--- src/rtl/core_seq_if.sv ---
// Bus bundle between the NPC sequencer and its fetch port, decoder, ALU/branch unit and LSU.
// master = sequencer side, slave = surrounding core / memory side.
interface core_seq_if #(
  parameter int CNT_WIDTH = 64
);
  // fetch handshake
  logic                 inst_req_o;
  logic [31:0]          inst_addr_o;
  logic                 inst_ack_i;
  logic [31:0]          inst_data_i;
  // decoder / branch unit
  logic [31:0]          inst_o;
  logic                 we_cu_i;
  logic                 jump_branch_i;
  logic [31:0]          jump_target_i;
  logic [1:0]           mem_op_i;
  logic                 ebreak_i;
  // LSU handshake and register file
  logic                 lsu_req_o;
  logic                 lsu_ack_i;
  logic                 rf_we_o;
  // status
  logic [31:0]          pc_o;
  logic                 retire_o;
  logic [CNT_WIDTH-1:0] instret_o;
  logic                 halted_o;
  logic [2:0]           state_o;
  logic                 wdog_err_o;

  modport master (
    output inst_req_o, inst_addr_o, inst_o, lsu_req_o, rf_we_o,
           pc_o, retire_o, instret_o, halted_o, state_o, wdog_err_o,
    input  inst_ack_i, inst_data_i, we_cu_i, jump_branch_i, jump_target_i,
           mem_op_i, ebreak_i, lsu_ack_i
  );

  modport slave (
    input  inst_req_o, inst_addr_o, inst_o, lsu_req_o, rf_we_o,
           pc_o, retire_o, instret_o, halted_o, state_o, wdog_err_o,
    output inst_ack_i, inst_data_i, we_cu_i, jump_branch_i, jump_target_i,
           mem_op_i, ebreak_i, lsu_ack_i
  );
endinterface

--- src/rtl/core_seq.sv ---
// Multi-cycle fetch/decode/exec/mem/writeback sequencer for the NPC core; owns PC and retire count.
// Optional handshake watchdog enabled by defining SEQ_WATCHDOG_EN.
module core_seq #(
  parameter logic [31:0] PC_RESET    = 32'h8000_0000,
  parameter int          CNT_WIDTH   = 64,
  parameter int          WDOG_CYCLES = 255
) (
  input  logic          clk,
  input  logic          rst,
  core_seq_if.master    bus
);

  localparam logic [2:0] FETCH  = 3'd0;
  localparam logic [2:0] DECODE = 3'd1;
  localparam logic [2:0] EXEC   = 3'd2;
  localparam logic [2:0] MEM    = 3'd3;
  localparam logic [2:0] WB     = 3'd4;
  localparam logic [2:0] HALT   = 3'd5;

  logic [2:0]           state_reg, state_next;
  logic [31:0]          pc_reg, pc_next;
  logic [31:0]          inst_reg;
  logic [CNT_WIDTH-1:0] instret_reg;
  logic                 halted_reg;
  logic                 wdog_err_reg;
  logic                 retire;
  logic                 is_mem_op;
  logic                 timeout;
  logic [31:0]          jump_pc;

  // Low two target bits are masked by the AND so every target bit is consumed.
  assign jump_pc   = bus.jump_target_i & 32'hFFFF_FFFC;
  assign is_mem_op = (bus.mem_op_i == 2'b01) || (bus.mem_op_i == 2'b10);

  // Strobes are suppressed whenever rst is high so an aborted instruction never retires.
  assign retire = !rst && ((state_reg == WB) || (state_reg == DECODE && bus.ebreak_i));

`ifdef SEQ_WATCHDOG_EN
  localparam int WW = $clog2(WDOG_CYCLES + 1);

  logic [WW-1:0] wait_reg, wait_next;
  logic          waiting;

  assign waiting = (state_reg == FETCH && !bus.inst_ack_i) ||
                   (state_reg == MEM   && !bus.lsu_ack_i);
  assign timeout = waiting && (wait_reg == WW'(WDOG_CYCLES));

  always_comb begin
    wait_next = '0;
    if (waiting && !timeout) begin
      wait_next = wait_reg + WW'(1);
    end
  end

  always_ff @(posedge clk) begin
    if (rst) begin
      wait_reg     <= '0;
      wdog_err_reg <= 1'b0;
    end else begin
      wait_reg <= wait_next;
      if (timeout) begin
        wdog_err_reg <= 1'b1;
      end
    end
  end
`else
  assign timeout = 1'b0;

  always_ff @(posedge clk) begin
    wdog_err_reg <= 1'b0;
  end
`endif

  always_comb begin
    state_next = state_reg;
    case (state_reg)
      FETCH:   if (bus.inst_ack_i) state_next = DECODE;
      DECODE:  state_next = bus.ebreak_i ? HALT : EXEC;
      EXEC:    state_next = is_mem_op ? MEM : WB;
      MEM:     if (bus.lsu_ack_i) state_next = WB;
      WB:      state_next = FETCH;
      HALT:    state_next = HALT;
      default: state_next = FETCH;
    endcase
    if (timeout) begin
      state_next = HALT;
    end
  end

  always_comb begin
    pc_next = pc_reg;
    if (state_reg == WB) begin
      pc_next = bus.jump_branch_i ? jump_pc : pc_reg + 32'd4;
    end
  end

  always_ff @(posedge clk) begin
    if (rst) begin
      state_reg   <= FETCH;
      pc_reg      <= PC_RESET;
      inst_reg    <= '0;
      instret_reg <= '0;
      halted_reg  <= 1'b0;
    end else begin
      state_reg <= state_next;
      pc_reg    <= pc_next;
      if (state_reg == FETCH && bus.inst_ack_i) begin
        inst_reg <= bus.inst_data_i;
      end
      if (retire) begin
        instret_reg <= instret_reg + CNT_WIDTH'(1);
      end
      if (state_next == HALT) begin
        halted_reg <= 1'b1;
      end
    end
  end

  assign bus.inst_req_o  = !rst && (state_reg == FETCH);
  assign bus.lsu_req_o   = !rst && (state_reg == MEM);
  assign bus.rf_we_o     = !rst && (state_reg == WB) && bus.we_cu_i;
  assign bus.retire_o    = retire;
  assign bus.inst_addr_o = pc_reg;
  assign bus.pc_o        = pc_reg;
  assign bus.inst_o      = inst_reg;
  assign bus.instret_o   = instret_reg;
  assign bus.halted_o    = halted_reg;
  assign bus.state_o     = state_reg;
  assign bus.wdog_err_o  = wdog_err_reg;

endmodule

--- src/flat_wrapper.sv ---
// flat-port wrapper written by rule: the top's interface ports become plain ports
module core_seq_flat 
#(
  parameter logic [31:0] PC_RESET    = 32'h8000_0000,
  parameter int          CNT_WIDTH   = 64,
  parameter int          WDOG_CYCLES = 255
)
  (clk, rst, bus_inst_req_o, bus_inst_addr_o, bus_inst_o, bus_lsu_req_o, bus_rf_we_o, bus_pc_o, bus_retire_o, bus_instret_o, bus_halted_o, bus_state_o, bus_wdog_err_o, bus_inst_ack_i, bus_inst_data_i, bus_we_cu_i, bus_jump_branch_i, bus_jump_target_i, bus_mem_op_i, bus_ebreak_i, bus_lsu_ack_i);
  core_seq_if #(.CNT_WIDTH(CNT_WIDTH)) bus_i ();
  input  logic clk;
  input  logic rst;
  output wire logic [$bits(bus_i.inst_req_o)-1:0] bus_inst_req_o;
  output wire logic [$bits(bus_i.inst_addr_o)-1:0] bus_inst_addr_o;
  output wire logic [$bits(bus_i.inst_o)-1:0] bus_inst_o;
  output wire logic [$bits(bus_i.lsu_req_o)-1:0] bus_lsu_req_o;
  output wire logic [$bits(bus_i.rf_we_o)-1:0] bus_rf_we_o;
  output wire logic [$bits(bus_i.pc_o)-1:0] bus_pc_o;
  output wire logic [$bits(bus_i.retire_o)-1:0] bus_retire_o;
  output wire logic [$bits(bus_i.instret_o)-1:0] bus_instret_o;
  output wire logic [$bits(bus_i.halted_o)-1:0] bus_halted_o;
  output wire logic [$bits(bus_i.state_o)-1:0] bus_state_o;
  output wire logic [$bits(bus_i.wdog_err_o)-1:0] bus_wdog_err_o;
  input wire logic [$bits(bus_i.inst_ack_i)-1:0] bus_inst_ack_i;
  input wire logic [$bits(bus_i.inst_data_i)-1:0] bus_inst_data_i;
  input wire logic [$bits(bus_i.we_cu_i)-1:0] bus_we_cu_i;
  input wire logic [$bits(bus_i.jump_branch_i)-1:0] bus_jump_branch_i;
  input wire logic [$bits(bus_i.jump_target_i)-1:0] bus_jump_target_i;
  input wire logic [$bits(bus_i.mem_op_i)-1:0] bus_mem_op_i;
  input wire logic [$bits(bus_i.ebreak_i)-1:0] bus_ebreak_i;
  input wire logic [$bits(bus_i.lsu_ack_i)-1:0] bus_lsu_ack_i;
  assign bus_inst_req_o = bus_i.inst_req_o;
  assign bus_inst_addr_o = bus_i.inst_addr_o;
  assign bus_inst_o = bus_i.inst_o;
  assign bus_lsu_req_o = bus_i.lsu_req_o;
  assign bus_rf_we_o = bus_i.rf_we_o;
  assign bus_pc_o = bus_i.pc_o;
  assign bus_retire_o = bus_i.retire_o;
  assign bus_instret_o = bus_i.instret_o;
  assign bus_halted_o = bus_i.halted_o;
  assign bus_state_o = bus_i.state_o;
  assign bus_wdog_err_o = bus_i.wdog_err_o;
  assign bus_i.inst_ack_i = bus_inst_ack_i;
  assign bus_i.inst_data_i = bus_inst_data_i;
  assign bus_i.we_cu_i = bus_we_cu_i;
  assign bus_i.jump_branch_i = bus_jump_branch_i;
  assign bus_i.jump_target_i = bus_jump_target_i;
  assign bus_i.mem_op_i = bus_mem_op_i;
  assign bus_i.ebreak_i = bus_ebreak_i;
  assign bus_i.lsu_ack_i = bus_lsu_ack_i;
  core_seq #(.PC_RESET(PC_RESET), .CNT_WIDTH(CNT_WIDTH), .WDOG_CYCLES(WDOG_CYCLES)) u_core (.clk(clk), .rst(rst), .bus(bus_i));
endmodule
--- config.mk ---
export PLATFORM = sky130hd
export DESIGN_NAME = core_seq_flat
export DESIGN_NICKNAME = d
export VERILOG_FILES = /design/src/rtl/core_seq_if.sv /design/src/rtl/core_seq.sv /design/src/flat_wrapper.sv
export SDC_FILE = /design/constraint.sdc
export NUM_CORES = 1
export LEC_CHECK = 0
export ABC_AREA = 0
export BUFFER_PORTS_ARGS = -buffer_cell sky130_fd_sc_hd__buf_2
export CAP_MARGIN = 20
export CORE_MARGIN = 2
export CORE_UTILIZATION = 54
export DETAILED_ROUTE_END_ITERATION = 7
export MAX_ROUTING_LAYER = met4
export PLACE_DENSITY = 0.88
export SYNTH_ARGS = -nofsm -noshare
export SYNTH_HDL_FRONTEND = slang
export SYNTH_SLANG_ARGS = --single-unit
--- constraint.sdc ---
create_clock -name clk -period 5.11 [get_ports clk]
set_clock_uncertainty 0.15 [all_clocks]
set_input_delay 0.2555 -clock clk [delete_from_list [all_inputs] [get_ports clk]]
set_output_delay 0.2555 -clock clk [all_outputs]
set_load 0.02 [all_outputs]
After elaboration in Yosys (flattened, before gate mapping) --
Cells that the tools add are included.
Operators by class: $add $sub $neg 2, eq/ne operators 8, mux-type cells 6, reductions and logical operators 11
Operator list (number):
- $add A64 B1 Y64 const B | 1
- $add A32 B3 Y32 const B | 1
- $mux W32 | 1
- $pmux W3 S5 | 1
- $mux W3 | 4
- $eq A3 B3 Y1 const B | 3
- $logic_and A1 B1 Y1 | 7
- $eq A3 B2 Y1 const B | 2
- $eq A3 B1 Y1 const B | 1
- $logic_not A3 Y1 | 1
- $eq A2 B1 Y1 const B | 1
- $eq A2 B2 Y1 const B | 1
- $logic_or A1 B1 Y1 | 2
- $logic_not A1 Y1 | 1
Word-level totals: register bits after elaboration 132, bits of input ports 73, output and inout port bits 169, word-level logic and storage cells 32

Logic depth before layout (Yosys ltp) --
Gate-level depths: netlist of run 1.
depth after elaboration 5, gate-level depth with buffers 8, mapped depth without buffers 6

Least setup slack after synthesis of run 1 --
Ideal clock, no wire load.
path kind register -> output, start reg u_core.state_reg[2] (netlist: u_core.bus.state_o[2]), end out bus_rf_we_o, data arrival time 2033 ps, required time 4705 ps, setup slack 2671 ps, cell stages (with the launch flop) 7, buffers on the path 4, path through dfxtp_1 > buf_4 > or3b_1 > clkbuf_1 > clkbuf_1 > buf_1 > nor3b_1
On the way: longest elaborated chain between the ends 3
RTL lines:
- start: declaration | RTL line core_seq.sv:20 | logic [2:0] state_reg, state_next;
- start signal: assignment | RTL line core_seq.sv:105 | state_reg <= state_next;
- $eq A3 B3 Y1 | RTL line core_seq.sv:121 | assign bus.rf_we_o = !rst && (state_reg == WB) && bus.we_cu_i;
- $logic_and A1 B1 Y1 (2 in a row) | RTL line core_seq.sv:121
- end: declaration | RTL line flat_wrapper.sv:16 | output wire logic [$bits(bus_i.rf_we_o)-1:0] bus_rf_we_o;
Every way passes these cells.

Final worst setup path of run 1 --
start reg u_core.state_reg[1] (netlist: u_core.bus.state_o[1]), end reg u_core.instret_reg[56] (netlist: u_core.bus.instret_o[56])
On the way: longest elaborated chain between the ends 4, elaborated cells on any way between the ends 5, those cells by class eq/ne: 2; reduce/logical: 3
RTL lines:
- $eq A3 B1 Y1 | RTL line core_seq.sv:36 | assign retire = !rst && ((state_reg == WB) || (state_reg == DECODE && bus.ebreak_i));
- $logic_and A1 B1 Y1 | RTL line core_seq.sv:36
- $logic_or A1 B1 Y1 * | RTL line core_seq.sv:36
- $logic_and A1 B1 Y1 * | RTL line core_seq.sv:36
- end signal: assignment | RTL line core_seq.sv:111 | instret_reg <= instret_reg + CNT_WIDTH'(1);
- end: declaration | RTL line core_seq.sv:23 | logic [CNT_WIDTH-1:0] instret_reg;
Every way passes the cells marked *; elsewhere a longest branch is shown, timed or not. A chain may end at the register's enable or synchronous reset.

==> results of run 1 <==
area by class of cell:
type	instances	area, um^2
clock inverters	7	71.3
fillers	922	3430
multi-input cells	616	3500
inverters	18	67.6
well taps	147	184
repair buffers	275	1580
clock buffers	25	526
flip-flops and latches	130	2600
diodes	1	2.50
logic make-up (layout without fill, tap and decap cells):
group / count (synthesis) / count (layout) / share of synthesized area (%)
other: 1 / 6 / 0.0567
buffers and inverters: 104 / 325 / 8.06
adders and majority gates: 2 / 2 / 0.378
and+or+nand+nor: 366 / 366 / 28.7
AOI/OAI and AO/OA: 207 / 207 / 18.5
muxes: 7 / 7 / 1.10
DFF: 130 / 130 / 39.3
xor gates and xnor gates: 29 / 29 / 3.84
sequential cells by signal (all words and copies together), names as in the netlist:
register,flops
u_core.bus.instret_o,64
u_core.bus.inst_addr_o,30
u_core.bus.state_o,3
u_core.bus.inst_o,32
u_core.bus.halted_o,1
layer usage:
layer	track usage [%]	vias up	wire length [um]
met2	50.2	378	10000
li1	-	3459	-
met5	-	-	0
met4	16.2	0	614
met3	6.56	62	1460
met1	33.9	3388	7860
Yosys cell counts, drive strengths merged (14+ instances only):
cell type and instances:
dfxtp 130, nand2 109, a21oi 98, nor2 68, nand3 45, buf 44, clkbuf 42, o21ai 42
nand4 39, or3 23, inv 18, xor2 18, o31ai 17, or4 17, nor3 14
final timing paths:
path	from	end	depth (start not counted)
worst max-delay path	u_core.bus.state_o[1]	u_core.bus.instret_o[56]	5
worst min register to register	u_core.bus.inst_o[4]	u_core.bus.inst_o[4]	2
worst min-delay path	bus_jump_target_i[2]	u_core.bus.inst_addr_o[2]	3
worst max register to register	u_core.bus.state_o[1]	u_core.bus.instret_o[56]	5
through the flow:
| stage | power, mW | instance area [um^2] | worst slack, ns | utilization (%) |
|---|---|---|---|---|
| after floorplan | 1.27 | 6630 | 2.67 | - |
| after global placement | 1.35 | 7570 | 1.99 | 63.3 |
| after detailed placement | 1.36 | 7580 | 1.96 | 63.4 |
| after CTS | 2.57 | 8520 | 1.92 | 71.2 |
| after global routing | 2.66 | 8530 | 1.73 | 71.3 |
| final | 2.57 | 8540 | 1.91 | 71.4 |
repair_timing:
item | 4_1_cts | 5_1_grt
buffers inserted | 0 | 0
hold endpoints to repair | 34 | 0
hold buffers | 34 | 0
tightest hold or removal path: stages:
cell	delay [ns]
buf_2	0.11
nand3_1	0.08
a31oi_1	0.08
power by group:
part	internal [mW]	leakage (nW)	total (mW)	switching, mW
registers	1.05	1.05	1.08	0.0300
logic	0.110	2.23	0.292	0.182
clock network	0.759	0.288	1.20	0.441
==> flow_summary_export.csv, run 1 <==
group,metric,value,unit
drt,ant_nets,0,
clocking,cts_buffers,17,
synth,syn_area_per_cell,7.82,um^2
worst_setup_path,end_kind,"register",
clocking,cts.repair.resized,0,
grt,grt_max_degree,77,
clocking,cts.clk_slew.worst_paths,0.06,ns
drt,drtIter0Drc,738,
worst_setup_path,required,5.30,ns
drt,drcViolationCount,0,
power,leakagePower,3.57,nW
worst_setup_path,crit_family,"simple AND/OR/NAND/NOR gates",
drt,wire_per_inst,16.4,um
floorplan,rows,40,
grt,grt_usage,30.2,%
sta,worst_slew_margin_rel,36.8,%
worst_setup_path,cp_slowest_stage_delay,0.73,ns
sta,fin_crit,3.20,ns
synth,yosysSeqAreaShare,39.3,%
synth,yosysTopAreaCell,"dfxtp_1",
clocking,clockBufferDepth,2,
place,portBuffers,234,
floorplan,initial_core_util,55.3,%
floorplan,core_area,12000,um^2
place,placedCellCount,1151,
place,routabilityCongestion,0.862,
layout,drive_above_1_share,27.0,%
synth,ys_types,59,
clocking,htreeDepth,4,
clocking,insertion_delay,0.41,ns
drt,drt-total-wl,20000,um
layout,areaGrowthSynthToFinish,29.0,%
sta,fmaxAchievable,0.312,GHz
worst_setup_path,critical_path_buf_inv_count,0,
floorplan,design.die.area,13200,um^2
synth,synth_edf_count,0,
worst_setup_path,path_cells,"or3b_1 -> a211oi_2 -> nand4_1 -> or4_1 -> a21oi_1",
power,powerDensity,301,nW/um^2
sta,worstMarginPinSlew,0.940,ns
drt,via_count,7287,
layout,final_cells,1219,
sta,finalCritPeriodShare,62.6,%
grt,grt_pass1_wl,31000,um
synth,yosys-top-cells-area,"dfxtp_1 (39%), a21oi_1 (7.4%), nand2_1 (6.1%)",
place,dp_hpwl,12900,um
synth,synth_ff_type,"dfxtp_1",
layout,final_common_cell,"buf_2",
layout,final_cell_mix,"buf_2 (233), dfxtp_1 (130), nand2_1 (108)",
worst_setup_path,start_kind,"register",
worst_setup_path,cp.arrival,3.39,ns
sta,final_hold_viol_count,0,
synth,async_flop_share,0,%
clocking,clock-sinks,130,
clocking,tritoncts,"built",
drt,drt-pass1-iter-count,5,
synth,synth_top_area_share,39.3,%
drt,viasPerCell,5.98,
sta,setup_tns,0,ns
worst_setup_path,reg2reg_slack,1.91,ns
power,ir_worst_vdd,231,uV
grt,grt_overflow_total,0,
sta,grt_setup_unrepaired,"no",
floorplan,pin_count,242,
synth,synth_cells,846,
synth,ys_seq_elements,130,
worst_hold_path,hp-class,"in2reg",
worst_setup_path,worstSetupPathType,"reg2reg",
synth,syn_area,6620,um^2
clocking,root_buffer,"clkbuf_16",
run_status,outcome,"finished clean",
worst_setup_path,cp_max_fo,14,
floorplan,die_x,115,um
sta,setup_viol,0,
worst_setup_path,critPathSlowestCell,"a211oi_2",
flow_run,maxCapViolCount,0,
sta,slew_viol_final,0,
sta,worst_hold_slack,0.0268,ns
floorplan,fp.dieH,115,um
synth,yosys_warnings,0,
layout,nets,1133,
grt,grt_antenna_before_repair,0,
grt,grt_pass1_vias,6464,
Power figures use the tool's default switching activity.
==> inputs of run 2 (changes only) <==
Settings changed: CORE_UTILIZATION 54 to 45, PLACE_DENSITY 0.88 to 0.79.
Clock period 5.11 ns to 2.78 ns, I/O delays scaled along.
==> flow_summary_export.csv, run 2 (synthesized netlist as in run 1, its figures left out) <==
group,metric,value,unit
run_status,outcome,"finished clean",
grt,grt_overflow_total,0,
layout,final_util,62.6,%
sta,fmaxAchievable,0.399,GHz
flow_run,maxCapViolCount,0,
layout,n_antenna_cell,0,
floorplan,pin_count,242,
place,dpl-instance-area,7800,um^2
drt,drt-pass1-iter-count,5,
worst_setup_path,required,2.97,ns
power,leakagePower,3.82,nW
sta,setup_tns,0,ns
sta,worstMarginPinSlew,0.697,ns
sta,grt_setup_unrepaired,"no",
layout,final_cells,1306,
drt,wire_per_inst,15.9,um
power,powerDensity,532,nW/um^2
clocking,cts.clk_slew.worst_paths,0.06,ns
clocking,insertion_delay,0.42,ns
drt,viasPerCell,5.60,
sta,fin_crit,2.51,ns
grt,met2_usage,44.7,%
worst_setup_path,cp_slowest_stage_delay,0.55,ns
grt,use_met1,31.5,%
place,routabilityCongestion,0.882,
sta,worst_slew_margin_rel,53.6,%
clocking,root_buffer,"clkbuf_16",
sta,slew_viol_final,0,
grt,grt_use_met3,5.82,%
layout,areaGrowthSynthToFinish,36.5,%
floorplan,core_area,14400,um^2
worst_setup_path,critPathSlowestCell,"nor4_2",
drt,via_count,7320,
layout,drive_above_1_share,27.6,%
place,dp_hpwl,13600,um
layout,final_common_cell,"buf_2",
grt,grt_pass1_wl,33400,um
clocking,clock-sinks,130,
worst_setup_path,start_kind,"register",
worst_setup_path,cp_max_fo,7,
floorplan,die_x,125,um
grt,grt_pass1_vias,6733,
drt,ant_nets,0,
worst_setup_path,path_cells,"nand4_1 -> nor4_2 -> buf_4 -> and4_1 -> or4b_1 -> a21oi_1",
place,portBuffers,234,
drt,drt-total-wl,20700,um
worst_setup_path,worstSetupPathType,"reg2reg",
worst_setup_path,cp.arrival,2.70,ns
floorplan,design.die.area,15700,um^2
place,placedCellCount,1212,
power,p_total,4.81,mW
clocking,tritoncts,"built",
worst_setup_path,crit_family,"simple AND/OR/NAND/NOR gates",
floorplan,rows,44,
floorplan,initial_core_util,45.9,%
clocking,clockBufferDepth,2,
layout,final_cell_mix,"buf_2 (233), dfxtp_1 (130), nand2_1 (108)",
grt,busiest_layer,"met2",
drt,drcViolationCount,0,
sta,finalCritPeriodShare,90.2,%
clocking,htreeDepth,4,
layout,largest_reg_flops,64,
clocking,cts_buffers,17,
layout,final_area,9030,um^2
worst_hold_path,hp-class,"in2reg",
grt,grt_max_degree,67,
grt,grt_usage,26.6,%
layout,nets,1184,
sta,final_hold_viol_count,0,
worst_setup_path,reg2reg_slack,0.27,ns
grt,grt_antenna_before_repair,0,
worst_setup_path,end_kind,"register",
worst_setup_path,critical_path_buf_inv_count,1,
floorplan,fp.dieH,125,um
drt,drtIter0Drc,504,
sta,setup_viol,0,
power,ir_worst_vdd,382,uV
run 2: path summary, 6_finish.rpt:
check / depth (start not counted) / to / startpoint
min: 5 / u_core.bus.state_o[0] / bus_inst_ack_i
max reg2reg: 6 / u_core.bus.instret_o[61] / u_core.bus.instret_o[9]
max: 6 / u_core.bus.instret_o[61] / u_core.bus.instret_o[9]
min reg2reg: 2 / u_core.bus.inst_o[17] / u_core.bus.inst_o[17]
run 2: tightest hold or removal path: cells and delay by family:
kind / cells / cell delay (ns)
AO/OA/AOI/OAI: 2 / 0.19
buffers and inverters: 1 / 0.10
AND/OR/NAND/NOR: 2 / 0.14
run 2: cell type report:
cell class | instances | area, um^2
Clock buffer | 25 | 505
Clock inverter | 7 | 96.3
Fill cell | 1239 | 5390
Inverter | 18 | 67.6
Multi-Input combinational cell | 616 | 3510
Sequential cell | 130 | 2600
Tap cell | 184 | 230
Timing Repair Buffer | 326 | 2020
run 2: where the power goes:
part	internal (mW)	switching, mW
clock	1.44	0.827
sequential	1.92	0.0537
combinational	0.228	0.337
run 2: through the flow:
step                hold slack (ns)  worst slack [ns]
global placement              0.229             0.342
floorplan                     0.125             0.343
CTS                          0.0126             0.263
finish                       0.0329             0.272
global route                 0.0396            0.0758
detailed placement            0.235             0.275
run 2: timing repair:
item / 4_1_cts / 5_1_grt
hold endpoints to repair: 67 / 0
setup buffers: 0 / 0
gates resized for setup: 0 / 1
hold buffers: 62 / 0
setup endpoints to repair: 0 / 3
run 2: metal layers:
layer | wire length (um) | vias to the layer above
met5 | 0 | -
met4 | 520 | 0
met3 | 1450 | 43
met2 | 10300 | 334
met1 | 8440 | 3385
li1 | - | 3558
